[config.mk]
export PLATFORM = sky130hd
export DESIGN_NAME = imm_decoder
export DESIGN_NICKNAME = d
export VERILOG_FILES = /design/src/rtl/imm_decoder.sv
export SDC_FILE = /design/constraint.sdc
export NUM_CORES = 1
export LEC_CHECK = 0
export ABC_AREA = 1
export BUFFER_PORTS_ARGS = -buffer_cell sky130_fd_sc_hd__buf_4
export CAP_MARGIN = 30
export CORE_MARGIN = 3
export CORE_UTILIZATION = 50
export DETAILED_ROUTE_END_ITERATION = 12
export PLACE_DENSITY = 0.93
export SYNTH_ARGS = -nofsm -noshare
export SYNTH_HDL_FRONTEND = slang
export SYNTH_SLANG_ARGS = --single-unit
export TNS_END_PERCENT = 100
[constraint.sdc]
create_clock -name clk -period 7.98 [get_ports clk]
set_input_delay 1.197 -clock clk [delete_from_list [all_inputs] [get_ports clk]]
set_output_delay 1.197 -clock clk [all_outputs]
set_load 0.03 [all_outputs]
[src/rtl/imm_decoder.sv]
// ============================================================================
// imm_decoder : RV32I immediate decoder with a 2-entry in-order skid buffer
// Revision    : 1.0
// ============================================================================
`default_nettype none

module imm_decoder #(
  parameter int REG_LEN = 32
) (
  input  logic               clk,
  input  logic               rst_n,
  input  logic               flush,
  input  logic               in_valid,
  output logic               in_ready,
  input  logic [31:0]        instr,
  output logic               out_valid,
  input  logic               out_ready,
  output logic [2:0]         imm_type,
  output logic [REG_LEN-1:0] imm_J,
  output logic [REG_LEN-1:0] imm_U,
  output logic [REG_LEN-1:0] imm_B,
  output logic [REG_LEN-1:0] imm_S,
  output logic [REG_LEN-1:0] imm_I
);

  localparam int          ENTRY_W   = 3 + 5 * REG_LEN;
  localparam logic [2:0]  TYPE_J    = 3'b000;
  localparam logic [2:0]  TYPE_U    = 3'b001;
  localparam logic [2:0]  TYPE_B    = 3'b010;
  localparam logic [2:0]  TYPE_S    = 3'b011;
  localparam logic [2:0]  TYPE_I    = 3'b100;
  localparam logic [2:0]  TYPE_DEF  = 3'b101;
  localparam logic [1:0]  CNT_FULL  = 2'd2;

  logic [2:0]         dec_type;
  logic [REG_LEN-1:0] dec_j, dec_u, dec_b, dec_s, dec_i;
  logic [ENTRY_W-1:0] dec_entry;
  logic [ENTRY_W-1:0] head;

  logic [1:0]         count_q, count_d;
  logic               wr_ptr_q, wr_ptr_d;
  logic               rd_ptr_q, rd_ptr_d;
  logic [ENTRY_W-1:0] entry_q [2];

  logic               push, pop;

  always_comb begin
    dec_type = TYPE_DEF;
    case (instr[6:0])
      7'b1101111:             dec_type = TYPE_J;
      7'b0110111, 7'b0010111: dec_type = TYPE_U;
      7'b1100011:             dec_type = TYPE_B;
      7'b0100011:             dec_type = TYPE_S;
      7'b0010011, 7'b0000011,
      7'b1100111:             dec_type = TYPE_I;
      default:                dec_type = TYPE_DEF;
    endcase
  end

  // Signed casts sign-extend each raw field out to REG_LEN.
  assign dec_i = REG_LEN'($signed(instr[31:20]));
  assign dec_s = REG_LEN'($signed({instr[31:25], instr[11:7]}));
  assign dec_b = REG_LEN'($signed({instr[31], instr[7], instr[30:25], instr[11:8], 1'b0}));
  assign dec_u = REG_LEN'($signed({instr[31:12], 12'h000}));
  assign dec_j = REG_LEN'($signed({instr[31], instr[19:12], instr[20], instr[30:21], 1'b0}));

  assign dec_entry = {dec_type, dec_j, dec_u, dec_b, dec_s, dec_i};

  assign in_ready  = (count_q != CNT_FULL) && rst_n;
  assign out_valid = (count_q != 2'd0);
  assign push      = in_valid && in_ready;
  assign pop       = out_valid && out_ready;

  always_comb begin
    count_d  = count_q;
    wr_ptr_d = wr_ptr_q;
    rd_ptr_d = rd_ptr_q;
    if (flush) begin
      count_d  = 2'd0;
      wr_ptr_d = 1'b0;
      rd_ptr_d = 1'b0;
    end else begin
      if (push) wr_ptr_d = ~wr_ptr_q;
      if (pop)  rd_ptr_d = ~rd_ptr_q;
      case ({push, pop})
        2'b10:   count_d = count_q + 2'd1;
        2'b01:   count_d = count_q - 2'd1;
        default: count_d = count_q;
      endcase
    end
  end

  always_ff @(posedge clk or negedge rst_n) begin
    if (!rst_n) begin
      count_q  <= 2'd0;
      wr_ptr_q <= 1'b0;
      rd_ptr_q <= 1'b0;
    end else begin
      count_q  <= count_d;
      wr_ptr_q <= wr_ptr_d;
      rd_ptr_q <= rd_ptr_d;
    end
  end

  always_ff @(posedge clk or negedge rst_n) begin
    if (!rst_n) begin
      for (int i = 0; i < 2; i++) entry_q[i] <= '0;
    end else if (push && !flush) begin
      entry_q[wr_ptr_q] <= dec_entry;
    end
  end

  assign head = entry_q[rd_ptr_q];

  always_comb begin
    imm_type = TYPE_DEF;
    imm_J    = '0;
    imm_U    = '0;
    imm_B    = '0;
    imm_S    = '0;
    imm_I    = '0;
    if (out_valid) begin
      {imm_type, imm_J, imm_U, imm_B, imm_S, imm_I} = head;
    end
  end

endmodule

`default_nettype wire

==> key figures <==
Die
  – FP Rows: 31
  – IO Count: 202
  – Initial Util: 53.1%
  – Core Footprint: 7490 um2
  – Die area: 9050 um2
  – Die X: 95.1 um
  – Die Ht: 95.1 um

Synthesis
  – YS warnings: 0
  – Post-synthesis xor/xnor area fraction: 0.221%
  – Ranking of synthesized cells by area: dfrtp_1 38%, buf_4 26%, nand2_1 13%, o21ai_2 4.0%, inv_1 3.6%
  – Top cell type's share of synthesized area: 37.8%
  – Synth Area in Compound Gates: 12.2%
  – Post-synthesis register bit count: 60
  – Register area share after synthesis: 37.8%
  – Post-synth top flop: dfrtp_1
  – Syn avg cell area: 7.94 um2
  – Most instantiated cells after synthesis: 135 x buf_4, 133 x nand2_1, 60 x dfrtp_1
  – Cell with the most instances after synthesis: buf_4
  – Post-synth EDFFs: 0
  – Largest family of logic cells by synthesized area: buffers and inverters
  – Mux contribution to synthesized area: 0%
  – Synth Instances: 500
  – Yosys cell types: 24
  – Mapped Area: 3970 um2
  – Simple-gate share of the synthesized area: 16.5%
  – Post-synthesis adder-cell area fraction: 0%
  – Async SR Flop Fraction: 100%
  – Largest area contributor in the netlist: dfrtp_1

Placement
  – Placed cells: 648
  – Pre-CTS WS: 3.96 ns
  – GPL Wtd Cong: 0.729
  – Hpwl dp: 6620 um
  – Cell Area, Placed: 4460 um2
  – Port Buffers: 187

Route
  – First DRT Iteration DRCs: 237
  – Avg Vias per Cell: 4.71
  – DRC violations left: 0
  – Routed wire length: 9020 um
  – Via count: 3116
  – DR pass1 iterations: 4
  – DR WL/cell: 13.6 um
  – Final ANT Viol Nets: 0

Setup path
  – Crit path DAT: 3.20 ns
  – Worst Path Buf+Inv: 3
  – Crit path cell chain: inv_1 -> nand2_1 -> a21oi_4 -> buf_4 -> buf_4
  – Reg2reg setup slack: 5.63 ns
  – Most frequent CP cell: buf_4
  – Reg2reg end: rd_ptr_q
  – Setup crit end kind: output pin
  – Slowest cell on the critical path: inv_1
  – Reg2reg start: rd_ptr_q
  – CP max stage delay: 0.90 ns
  – Kind of critical path: flop to output pin
  – CP delay by family, top: buffers and inverters
  – CP required: 6.78 ns
  – R2R depth: 3
  – Worst-path maximum fanout: 75
  – Crit path launch type: flop

Cells and area
  – # diodes: 0
  – Finished Layout Cells: 661
  – Final core occ: 61.4%
  – Nets: 597
  – Layout cells sized above 1: 40.6%
  – Design area: 4590 um2
  – Area Growth Syn to Fin: 15.7%

GRT
  – Initial antenna violation count: 0
  – Gr ovfl total: 0
  – Vias in the first global route: 2924
  – Largest net degree at the start of global routing: 76
  – GRT Util Overall: 19.1%
  – First-pass GRT wire length: 13500 um

STA
  – Clk_skew: 0.00795 ns
  – # setup viols final: 0
  – Post-route setup TNS: 0 ns
  – Worst-Margin Slew: 0.996 ns
  – Final Cycle Share: 55.1%
  – RSZ-0062 raised after global routing: no
  – Fin crit period: 4.40 ns
  – Rel. slew slack: 33.6%
  – F_max: 227 MHz
  – Fin. Hold Viols: 0
  – Fin worst setup slack: 3.58 ns
  – Max-slew violations: 0

CTS
  – Later-pin clock latency in the skew report: 0.33 ns
  – Root buffer cell: clkbuf_8
  – Post-CTS Setup Bufs: 0
  – Htree depth: 3
  – Clk slew on worst S/H paths: 0.06 ns
  – Hold Buf Count CTS: 0
  – Post-cts resize count: 0
  – Clock sink count: 60
  – TritonCTS Buffers: 9
  – CTS tree: built
  – CTS Buffer Depth: 2

Pwr
  – Clock share of power: 16.0%
  – Power per cell area: 289 nW/um2
  – Int Power: 722 uW
  – NetSw: 606 uW
  – LEAKAGE: 2.58 nW
  – Reg power frac: 33.2%
  – Switching Fraction: 45.6%
  – VDD IR max: 0.161 mV
  – Combinational Power Share: 50.8%

Hold path
  – Hold WC Path Type: flop to flop
  – Hold path start: entry_q[303]
  – Worst Hold Path EP: entry_q[303]
  – Hold depth: 2

Status
  – Status: finished clean

Flow run
  – MaxCap Viol Count: 0
-- per-layer routing --
| metal | up-vias | share of wire, % | global-route usage (%) |
|---|---|---|---|
| met5 | - | 0 | 0 |
| met4 | 0 | 2.5 | 8.29 |
| met3 | 23 | 8.2 | 2.53 |
| met1 | 1420 | 35 | 21.5 |
| met2 | 153 | 54 | 35.7 |
| li1 | 1520 | - | - |
-- through the flow --
| stage | hold WS [ns] | power (mW) |
|---|---|---|
| 3_3_place_gp | 0.463 | 1.10 |
| 3_5_place_dp | 0.470 | 1.12 |
| 6_report | 0.482 | 1.33 |
| 5_1_grt | 0.503 | 1.40 |
| 2_1_floorplan | 0.449 | 1.02 |
| 4_1_cts | 0.485 | 1.34 |
-- worst max-delay path by stage --
stage | from | endpoint | slack, ns | cells past startpoint
3_5_place_dp | rd_ptr_q | imm_S[22] | 3.96 | 5
6_report | rd_ptr_q | imm_I[13] | 3.58 | 5
2_1_floorplan | rd_ptr_q | imm_B[13] | 2.39 | 5
5_1_grt | rd_ptr_q | imm_I[24] | 3.35 | 5
3_3_place_gp | rd_ptr_q | imm_U[31] | 4.04 | 5
4_1_cts | rd_ptr_q | imm_S[22] | 3.58 | 5
-- final cells by class --
class                           instances  area [um2]
Clock buffer                           13         139
Fill cell                             635        2890
Multi-Input combinational cell        257        1210
Timing Repair Buffer                  191        1470
Tap cell                               99         124
Sequential cell                        60        1500
Inverter                               41         154
-- layout by cell type (no fill, tap or decap), drive strengths merged --
cell	count
nand3b	1
nor3	1
o21ai	56
a21oi	27
buf	191
nand3	9
clkbuf	13
dfrtp	60
xor2	1
nand2	134
inv	41
conb	14
nand4	2
nor2	12
-- cell families (layout without fill, tap and decap cells) --
| group | after synthesis | after routing |
|---|---|---|
| buf+inv | 196 | 245 |
| other cells | 1 | 14 |
| flops | 60 | 60 |
| xor+xnor | 1 | 1 |
| simple gates | 159 | 159 |
| compound gates | 83 | 83 |
-- sequential cells by signal, indices dropped and copies added, names as in the netlist --
signal,count
count_q,2
entry_q,56
rd_ptr_q,1
wr_ptr_q,1
-- worst min-delay path, cell delays in order (launching register included) --
cell,delay [ns]
dfrtp_1,0.34
nand2_1,0.06
o21ai_2,0.05
-- power by group through the flow --
stage / combinational (mW) / clock (mW) / sequential, mW
floorplan: 0.593 / 0 / 0.426
global placement: 0.658 / 0 / 0.439
detailed placement: 0.678 / 0 / 0.446
CTS: 0.681 / 0.214 / 0.442
global route: 0.723 / 0.230 / 0.452
finish: 0.675 / 0.212 / 0.441
(Power assumes the default switching activity.)
